[src/rtl/instruction_fetch_stage.sv]
// Fetch stage: holds the byte PC, addresses the combinational instruction memory, fills the IF/ID register.
// Latency 1 cycle (one bubble after a redirect); out_ready=0 with out_valid=1 freezes both PC and IF/ID.
module instruction_fetch_stage #(
    parameter int          DATA_WIDTH = 32,
    parameter int          ADDR_WIDTH = 2,
    parameter int          PC_WIDTH   = 32,
    parameter logic [31:0] RESET_PC   = 32'h0,
    parameter logic [31:0] NOP_INSTR  = 32'h00000013
) (
    input  logic                  clk,
    input  logic                  reset,
    output logic [ADDR_WIDTH-1:0] imem_addr,
    input  logic [DATA_WIDTH-1:0] imem_instr,
    input  logic                  redirect_valid,
    input  logic [PC_WIDTH-1:0]   redirect_pc,
    output logic                  out_valid,
    input  logic                  out_ready,
    output logic [DATA_WIDTH-1:0] out_instr,
    output logic [PC_WIDTH-1:0]   out_pc,
    output logic [31:0]           fetch_count
);

    logic [PC_WIDTH-1:0]   r_pc;
    logic                  r_valid;
    logic [DATA_WIDTH-1:0] r_instr;
    logic [PC_WIDTH-1:0]   r_out_pc;
    logic [31:0]           r_fetch_count;

    logic w_accept;
    logic w_load;

    assign w_accept = r_valid & out_ready;
    assign w_load   = ~r_valid | out_ready;

    // Upper PC bits are dropped, so the small memory aliases across the address space.
    assign imem_addr = r_pc[ADDR_WIDTH+1:2];

    assign out_valid   = r_valid;
    assign out_instr   = r_instr;
    assign out_pc      = r_out_pc;
    assign fetch_count = r_fetch_count;

    always_ff @(posedge clk) begin
        if (reset) begin
            r_pc          <= PC_WIDTH'(RESET_PC);
            r_valid       <= 1'b0;
            r_instr       <= DATA_WIDTH'(NOP_INSTR);
            r_out_pc      <= '0;
            r_fetch_count <= '0;
        end else begin
            // A redirect flushes only the slot being refilled; an accept in the same cycle still retires.
            if (redirect_valid) begin
                r_pc    <= {redirect_pc[PC_WIDTH-1:2], 2'b00};
                r_valid <= 1'b0;
            end else if (w_load) begin
                r_instr  <= imem_instr;
                r_out_pc <= r_pc;
                r_valid  <= 1'b1;
                r_pc     <= r_pc + PC_WIDTH'(4);
            end
            if (w_accept) begin
                r_fetch_count <= r_fetch_count + 32'd1;
            end
        end
    end

endmodule

[config.mk]
export PLATFORM = sky130hd
export DESIGN_NAME = instruction_fetch_stage
export DESIGN_NICKNAME = d
export VERILOG_FILES = /design/src/rtl/instruction_fetch_stage.sv
export SDC_FILE = /design/constraint.sdc
export NUM_CORES = 1
export LEC_CHECK = 0
export CAP_MARGIN = 20
export CORE_ASPECT_RATIO = 2
export CORE_MARGIN = 4
export CORE_UTILIZATION = 40
export CTS_CLUSTER_SIZE = 40
export DETAILED_ROUTE_END_ITERATION = 10
export PLACE_DENSITY = 0.8
export SLEW_MARGIN = 20
export SYNTH_ARGS = -nofsm -noshare
export SYNTH_HDL_FRONTEND = slang
export SYNTH_SLANG_ARGS = --single-unit
[constraint.sdc]
create_clock -name clk -period 1.9 [get_ports clk]
set_input_delay 0.19 -clock clk [delete_from_list [all_inputs] [get_ports clk]]
set_output_delay 0.19 -clock clk [all_outputs]
set_load 0.1 [all_outputs]
# Word-level counts from Yosys, hierarchy flattened
# Cells that the tools add are included.
# Widths: inputs -> output; s select.
[totals]
ff_bits = 129
input_bits = 68
out_inout_bits = 99
word_cells = 17
[op_classes]
add_sub_neg = 2
muxes = 2
n_bitwise = 4
reduce_logical = 3
[op_table]
columns = ["cell", "n"]
rows = [
  ["$mux 32", 2],
  ["$add 32x1->32 const B", 1],
  ["$add 32x3->32 const B", 1],
  ["$not 1->1", 2],
  ["$reduce_and 2->1", 1],
  ["$reduce_bool 2->1", 1],
  ["$reduce_or 2->1", 1],
  ["$and 1x1->1", 1],
  ["$or 1x1->1", 1],
]

# Logic depth before layout (Yosys ltp)
# Gate-level depths: netlist (run 1).
[depth]
ltp_word = 4
mapped_depth = 7
ltp_nobuf = 6

# Worst setup path before layout (run 1)
# No wires, ideal clock.
[synth_path]
path_type = "flip-flop to flip-flop"
startpoint = "register r_fetch_count[10], in the netlist fetch_count[10]"
endpoint = "register r_fetch_count[18], in the netlist fetch_count[18]"
setup_time_ps = 67
arrival_time_ps = 2450
required_time_ps = 1833
path_slack_ps = -617
path_stages_with_launch = 7
n_path_buf = 1
period_less_slack_ps = 2517
cell_sequence = "dfxtp_1 > nand4_1 > nor4_4 > buf_2 > nand4_1 > xor2_1 > nor2_1"
[synth_via]
elab_chain_len = 1
[synth_rtl]
columns = ["item", "line_no", "text"]
rows = [
  ["from (decl)", "27", "logic [31:0] r_fetch_count;"],
  ["from (signal assigned)", "62", "r_fetch_count <= r_fetch_count + 32'd1;"],
  ["$add 32x1->32", "62", ""],
]
# No other way between the ends.
# A chain may end at the register's enable or synchronous reset.

# Worst setup path in the final report (run 1)
[layout_path]
startpoint = "register r_fetch_count[11], in the netlist fetch_count[11]"
endpoint = "register r_fetch_count[27], in the netlist fetch_count[27]"
# The elaborated chain is that of the path after synthesis.

==> run_results.csv, run 1 <==
group,metric,value,unit
status,status,"completed",
timing,min_period,1.74,ns
power_and_ir_drop,leakagePower,3.20,nW
yosys,synthTopCellsByArea,"dfxtp_1, nand2_1, a21oi_1",
die,fp.dieH,171,um
critical_path,crit_fanout,10,
critical_path,end_kind,"flop",
clocking,post_cts_buffers,0,
placed_design,portBuffers,162,
min_path,min_to,"fetch_count[29]",
global_route,grt_max_degree,52,
clocking,clockBufferDepth,2,
min_path,holdPathStages,2,
cells_and_area,final_nets,908,
global_route,grt_overflow,0,
clocking,h-tree-depth,4,
die,io_pins,167,
critical_path,r2r_start,"fetch_count[11]",
yosys,synth_top_area_share,47.3,%
power_and_ir_drop,power_density,965,mW/mm^2
timing,hold_violations,0,
placed_design,place_congestion,0.855,
clocking,cts_tree,"yes",
yosys,syn_area,0.00529,mm^2
global_route,grt_pass1_vias,4951,
cells_and_area,area_growth,48.7,%
critical_path,cp_data_required_time,2.19,ns
detailed_routing,dr_total_vias,5176,
die,floorplan.initialDensity,40.7,%
clocking,cts_made_buffers,17,
min_path,hp-class,"primary input to flop",
yosys,synth-seq-cells,125,
timing,fin_tns_setup,0,ns
cells_and_area,stdcell_area,0.00786,mm^2
power_and_ir_drop,total_power,7.59,mW
yosys,synth_edf_count,0,
timing,setup_viol_count_final,0,
die,die_area,0.0152,mm^2
cells_and_area,final_cells,1003,
timing,hold_ws,0.180,ns
detailed_routing,final_antenna_net_count,0,
yosys,syn_avg_cell_area,8.13,um^2
placed_design,place_inst,971,
min_path,worstHoldStart,"reset",
detailed_routing,drt-wirelength-per-cell,15.3,um
clocking,cts_root_buf,"clkbuf_16",
detailed_routing,wl,15300,um
timing,layout_setup_ws,0.164,ns
cells_and_area,drive_above_1_share,24.9,%
critical_path,criticalPathCategory,"flop to flop",
clocking,clk_latency,0.42,ns
yosys,synth.distinct_cells,39,
critical_path,reg2reg_slack,0.16,ns
cells_and_area,diodes,0,
global_route,antenna_found_initial,0,
yosys,synthArstFlopShare,0,%
detailed_routing,drc,0,
yosys,synth_top_cell_by_area,"dfxtp_1",
placed_design,dp_slack,-0.0239,ns
timing,rsz0062_at_grt,"false",
critical_path,start_kind,"flop",
placed_design,postPlaceCellArea,0.00720,mm^2
clocking,path_clk_slew,0.06,ns
yosys,synth_common_cells,"nand2_1, dfxtp_1, a21oi_1",
critical_path,reg2regPathDepth,6,
power_and_ir_drop,max-vdd-ir-drop,0.000756,V
yosys,synthesis.instances,650,
yosys,yosysWarnings,0,
global_route,grt_usage,20.3,%
critical_path,arrival,2.03,ns
die,die_w,89.3,um
die,core_area,0.0130,mm^2
yosys,synth_ff_type,"dfxtp_1",
critical_path,timing.rr.end,"fetch_count[27]",
run,maxCapViolations,0,
timing,skew,0.0107,ns
global_route,grt_pass1_wl,24200,um
cells_and_area,fin_util,60.5,%
timing,min_period_over_period,91.4,%
yosys,ys_seq_area_share,47.3,%
detailed_routing,first_pass_iters,7,
timing,slew_violations,0,
die,rows,59,
detailed_routing,viasPerCell,5.16,
clocking,clock-sinks,125,
timing,fmax,576,MHz
placed_design,hpwlAfterDp,11000,um
yosys,synth_most_common_cell,"nand2_1",
detailed_routing,drt_iter0_drc,255,
==> flip-flops by register name, summed over array words and instances (netlist names) <==
signal / cells
fetch_count: 32
out_instr: 32
out_pc: 30
out_valid: 1
r_pc: 30
==> worst max path at each step <==
stage	startpoint	endpoint	depth (start not counted)
after floorplan	fetch_count[28]	fetch_count[30]	4
after global placement	out_ready	fetch_count[13]	8
after detailed placement	out_ready	fetch_count[13]	8
after CTS	r_pc[11]	r_pc[24]	6
after global routing	r_pc[16]	r_pc[24]	6
final	fetch_count[11]	fetch_count[27]	6
==> area by class of cell <==
class / instances / area, um^2
clock inverters: 13 / 220
flip-flops and latches: 125 / 2600
fillers: 1152 / 5130
inverters: 8 / 30.0
well taps: 152 / 190
repair buffers: 209 / 1790
clock buffers: 19 / 433
multi-input cells: 477 / 2600
==> where the power goes <==
group	total, mW	leakage, nW	internal [mW]	switching, mW
sequential	2.78	1.04	2.70	0.0791
clock	3.62	0.310	2.44	1.17
combinational	1.19	1.85	0.360	0.827
==> metal layers <==
metal	track usage, %	wire [um]	vias up	part of all wire [%]
met5	0	0	-	0
met4	7.97	355	0	2.3
met3	6.17	882	23	5.8
met2	37.2	8470	136	55
li1	-	-	2587	-
met1	20.7	5590	2430	37
==> timing repair <==
item / in CTS / in global routing
gates resized for setup: 0 / 3
endpoints found under the setup margin: 0 / 1
hold buffers: 0 / 0
==> logic make-up (layout without fill, tap and decap cells) <==
group | Yosys count | in the layout | share of synthesized area [%]
and+or+nand+nor | 306 | 306 | 27.6
DFF | 125 | 125 | 47.3
AOI/OAI and AO/OA | 113 | 113 | 11.6
xor gates and xnor gates | 51 | 51 | 8.45
buffers and inverters | 49 | 249 | 3.91
muxes | 3 | 3 | 0.568
adders and majority gates | 2 | 2 | 0.473
other | 1 | 2 | 0.0709
==> cells in the final DEF, fill, tap and decap left out, types with 3 or more instances in the layout <==
cell / synthesis / final
nor2_1: 55 / 53
xnor2_1: 9 / 9
o21ai_0: 12 / 12
nand3_1: 25 / 24
dfxtp_2: 0 / 7
and4_1: 8 / 8
inv_1: 7 / 7
clkinv_1: 1 / 4
or3_1: 4 / 4
dfxtp_1: 125 / 95
buf_12: 0 / 5
bufinv_16: 0 / 6
nand4_1: 26 / 26
buf_4: 4 / 140
and2_1: 7 / 7
nor3_1: 3 / 3
a21oi_1: 80 / 80
and3_1: 10 / 10
dfxtp_4: 0 / 23
mux2i_1: 3 / 3
a211oi_1: 14 / 14
xor2_1: 42 / 42
nand2_1: 151 / 150
clkdlybuf4s50_1: 0 / 64
clkbuf_16: 0 / 17
==> critical path, cell delays in order (launching register included) <==
cell	delay [ns]
dfxtp_4	0.37
nand4_1	0.18
nor4_4	0.49
buf_4	0.25
nand4_1	0.12
xor2_1	0.16
nor2_1	0.06
No activity file was read; power rests on OpenSTA's default activity.
==> run 2, diff against run 1 <==
TNS_END_PERCENT = 5   (was not set)
==> run 2 against run 1 <==
Combinational power about the same; routed wire length decreased by 0.76%; non-clock buffer count decreased by 4; register-to-register slack about the same; worst setup slack got worse by 0.0076 ns; utilization decreased by 0.95 points; total power decreased by 5.6%; sequential share of layout area increased by 0.38 points; sequential cell count unchanged; die area unchanged; sequential power about the same; clock power decreased by 12%.
==> run_results.csv, run 2 (same netlist as run 1, synthesis figures left out) <==
group,metric,value,unit
status,status,"completed",
die,floorplan.initialDensity,40.7,%
critical_path,reg2reg_slack,0.16,ns
critical_path,arrival,2.02,ns
cells_and_area,multi_input_area,0.00259,mm^2
critical_path,criticalPathCategory,"flop to flop",
detailed_routing,first_pass_iters,6,
power_and_ir_drop,max-vdd-ir-drop,0.000732,V
clocking,h-tree-depth,4,
die,die_area,0.0152,mm^2
cells_and_area,seqCellArea,0.00259,mm^2
placed_design,place_inst,967,
cells_and_area,diodes,0,
timing,fmax,573,MHz
clocking,clock-sinks,125,
timing,layout_setup_ws,0.156,ns
critical_path,reg2regPathDepth,5,
cells_and_area,final_common_cell,"nand2_1",
cells_and_area,area_growth,46.4,%
clocking,clk_latency,0.41,ns
global_route,antenna_found_initial,0,
clocking,cts_root_buf,"clkbuf_16",
clocking,post_cts_buffers,0,
power_and_ir_drop,power_density,926,mW/mm^2
cells_and_area,final_nets,904,
critical_path,critPathLaunch,"r_pc[17]",
run,maxCapViolations,0,
cells_and_area,nFillCells,1180,
timing,min_period_over_period,91.8,%
placed_design,portBuffers,162,
timing,rsz0062_at_grt,"false",
critical_path,end_kind,"flop",
placed_design,dp_slack,-0.0633,ns
die,core_area,0.0130,mm^2
die,die_w,89.3,um
detailed_routing,dr_total_vias,5128,
global_route,grt_max_degree,53,
clocking,holdBufCountCts,0,
critical_path,crit_fanout,5,
timing,skew,0.00978,ns
clocking,clockBufferDepth,2,
die,io_pins,167,
cells_and_area,layout_common_cells,"nand2_1, buf_4, dfxtp_1",
timing,tightest_slew,0.513,ns
timing,min_period,1.74,ns
timing,setup_viol_count_final,0,
detailed_routing,wl,15200,um
timing,hold_violations,0,
clocking,cts_made_buffers,17,
die,rows,59,
global_route,grt_pass1_wl,24000,um
min_path,hp-class,"primary input to flop",
critical_path,start_kind,"flop",
placed_design,hpwlAfterDp,11100,um
detailed_routing,final_antenna_net_count,0,
power_and_ir_drop,leakagePower,3.16,nW
detailed_routing,drt-wirelength-per-cell,15.2,um
detailed_routing,drt_iter0_drc,192,
timing,slew_violations,0,
detailed_routing,drc,0,
die,fp.dieH,171,um
critical_path,cp_data_required_time,2.18,ns
power_and_ir_drop,total_power,7.16,mW
critical_path,timing.rr.end,"r_pc[31]",
detailed_routing,viasPerCell,5.13,
clocking,cts_tree,"yes",
global_route,grt_overflow,0,
clocking,ctsResizeCount,0,
global_route,grt_pass1_vias,5009,
cells_and_area,fin_util,59.6,%
cells_and_area,drive_above_1_share,24.8,%
critical_path,endpoint,"r_pc[31]",
placed_design,place_congestion,0.817,
clocking,path_clk_slew,0.05,ns
timing,relSlewSlack,65.5,%
cells_and_area,final_cells,999,
critical_path,r2r_start,"r_pc[17]",
global_route,grt_usage,20.1,%
==> run 2: cell count changes in the layout (fill, tap and decap cells not counted), moves of 2 or more <==
cell,delta
clkbuf_1,-2
bufinv_16,-4
dfxtp_4,-4
clkinv_4,+2
inv_4,+2
clkinv_2,+4
dfxtp_2,+3
buf_4,-3
clkinv_1,-3
==> run 2: metrics by stage <==
step	cell area, um^2	hold WS [ns]	TNS [ns]
floorplan	5370	0.313	-0.0943
global placement	7150	0.443	-0.152
detailed placement	7150	0.447	-0.435
CTS	7740	0.132	0
global route	7740	0.156	0
finish	7740	0.149	0
==> run 2: cell type report <==
type / count / share of cell area (%)
well taps: 152 / 2.46
multi-input cells: 477 / 33.5
flip-flops and latches: 125 / 33.4
clock buffers: 18 / 5.82
inverters: 8 / 0.388
repair buffers: 205 / 22.6
clock inverters: 14 / 1.81
==> run 2: worst max-delay path: stages, from the launching register on <==
cell,delay (ns)
dfxtp_1,0.40
nand4_1,0.23
nor4_2,0.54
nand4_1,0.20
xor2_1,0.16
o22ai_1,0.09
==> run 2: how the worst min path moves through the flow <==
stage / startpoint / end / slack [ns] / cells past startpoint
3_3_place_gp: out_instr[9] / out_instr[9] / 0.44 / 2
2_1_floorplan: imem_instr[0] / out_instr[0] / 0.31 / 2
6_report: reset / out_valid / 0.15 / 2
4_1_cts: reset / out_valid / 0.13 / 2
5_1_grt: reset / out_valid / 0.16 / 2
3_5_place_dp: out_instr[25] / out_instr[25] / 0.45 / 2
==> run 2: power breakdown <==
group | switching [mW] | leakage, nW | internal [mW]
registers | 0.0803 | 1.04 | 2.71
clock network | 1.19 | 0.296 | 2.01
logic | 0.822 | 1.83 | 0.354
==> run 2: routing by layer <==
| layer | GRT usage, % | part of all wire (%) | wire length [um] | vias to the layer above |
|---|---|---|---|---|
| met3 | 5.25 | 6.0 | 907 | 29 |
| li1 | - | - | - | 2568 |
| met2 | 36.9 | 55 | 8350 | 143 |
| met4 | 9.59 | 3.1 | 470 | 0 |
| met5 | 0 | 0 | 0 | - |
| met1 | 20.1 | 36 | 5450 | 2388 |
==> RTL edit: new RTL, settings of run 1 <==
Put one more register stage on the output `fetch_count`, cleared by the reset. The value now appears one clock later. The other outputs are not delayed to match.
--- a/src/rtl/instruction_fetch_stage.sv
+++ b/src/rtl/instruction_fetch_stage.sv
@@ -38,7 +38,13 @@
     assign out_valid   = r_valid;
     assign out_instr   = r_instr;
     assign out_pc      = r_out_pc;
-    assign fetch_count = r_fetch_count;
+    always_ff @(posedge clk) begin
+        if (reset) begin
+            fetch_count <= '0;
+        end else begin
+            fetch_count <= r_fetch_count;
+        end
+    end
 
     always_ff @(posedge clk) begin
         if (reset) begin
Behaviour: not the same (a bounded check fails within 4 cycles, from zero or initial values and one cycle with reset high).
==> RTL edit against run 1 <==
The run now ends with setup timing left. Synthesized area grew 20%. Design area grew 18%. Power grew 11%. Sequential cell count grew 32. Clock power shrank 1%. Sequential power grew 26%. Wire length grew 25%. Sequential share of layout area grew 1.3 points. Non-clock buffer count grew 33. Via count grew 20%. Worst setup slack lost 0.19 ns. Final cell count grew 18%. Critical endpoint is now r_pc[20].
==> RTL edit: results (changes against run 1) <==
The run finished, with violations left. The checks that failed: setup timing. The run gives -0.297 ns (was -0.0239 ns) as the placement-stage worst setup slack. The run gives 6204 (was 5176) as the total number of vias. The run gives 0.00318 sq mm (was 0.00260 sq mm) as the area used by sequential logic in the layout.

The compound-cell area share of the yosys netlist was 12.6% (was 11.6%); the area share of xor/xnor cells in the synthesized design was 2.48% (was 8.45%). The total setup violations reported at the end of the flow was 1 (was 0); the weighted congestion at the end of routability-driven global placement was 0.857 (was 0.855). For the routed metal-1 wirelength, the log shows 6.89 mm (was 5.59 mm). The proportion of synthesized chip area in sequential cells came out at 49.4% (was 47.3%). The all-layer global routing usage came out at 20.8% (was 20.3%). The setup TNS is -0.0219 ns (was 0 ns).

Cells taking the most area after synthesis: sky130_fd_sc_hd__dfxtp_1 49%, sky130_fd_sc_hd__nand2_1 9.5%, sky130_fd_sc_hd__a21oi_1 6.1% (was sky130_fd_sc_hd__dfxtp_1 47%, sky130_fd_sc_hd__nand2_1 11%, sky130_fd_sc_hd__a21oi_1 7.6%). Cell total after placement: 1151 (was 971). The largest incremental delay on the critical path was 0.63 ns (was 0.49 ns); the multi-input combinational area share was 33.2% (was 33.1%).

Worst clock skew on the final layout: 0.0113 ns (was 0.0107 ns). The fraction of final layout cells with drive strength greater than 1 is 27.2% (was 24.9%). The total power is 8410 uW (was 7590 uW), and the worst setup margin is -0.0219 ns (was 0.164 ns). The synthesized-area fraction occupied by adder cells was 0.393% (was 0.473%); the number of inserted filler cells in the final layout was 1407 (was 1152). The tools report the post-route cell area as 0.00924 sq mm (was 0.00786 sq mm). The worst endpoint data arrival time was 2.25 ns (was 2.03 ns); the count of nets after finishing was 1040 (was 908). The static leakage is 0.00362 uW (was 0.00320 uW), and the count of clock buffers in the final design is 20 (was 19).

The half-perimeter wire length of the detailed placement result was 13.8 mm (was 11.0 mm); the via count of the first global-routing pass was 6113 (was 4951). Power in sequential cells: 3500 uW (was 2780 uW).
-- RTL edit: cell count changes in the layout (fill, tap and decap cells not counted), sizes merged, moves of 9 or more --
cell,before,now
dfxtp,125,157
nand4,27,16
or3,4,17
nand2,151,161
nor2b,1,29
nor4,6,15
xor2,42,7
buf,145,178
mux2,0,11
inv,7,17
a311oi,0,10
nor3,4,14
or4,2,12
-- RTL edit: what timing repair did --
action	4_1_cts	5_1_grt
setup endpoints to repair	11	22
gates cloned	0	0
pin swaps	2	4
buffers inserted	0	1
resized for setup	11	26
-- RTL edit: worst paths after layout --
path | start | endpoint | slack, ns | cells past startpoint
max | r_pc[10] | r_pc[20] | -0.02 | 4
min | reset | fetch_count[26] | 0.27 | 2
max reg2reg | r_pc[10] | r_pc[20] | -0.02 | 4
min reg2reg | out_pc[3] | out_pc[3] | 0.45 | 2
-- RTL edit: layer usage --
layer / vias up / global-route usage [%]
met3: 45 / 4.79
met1: 2904 / 21.5
met5: - / 0
li1: 3063 / -
met2: 192 / 39.6
met4: 0 / 8.06
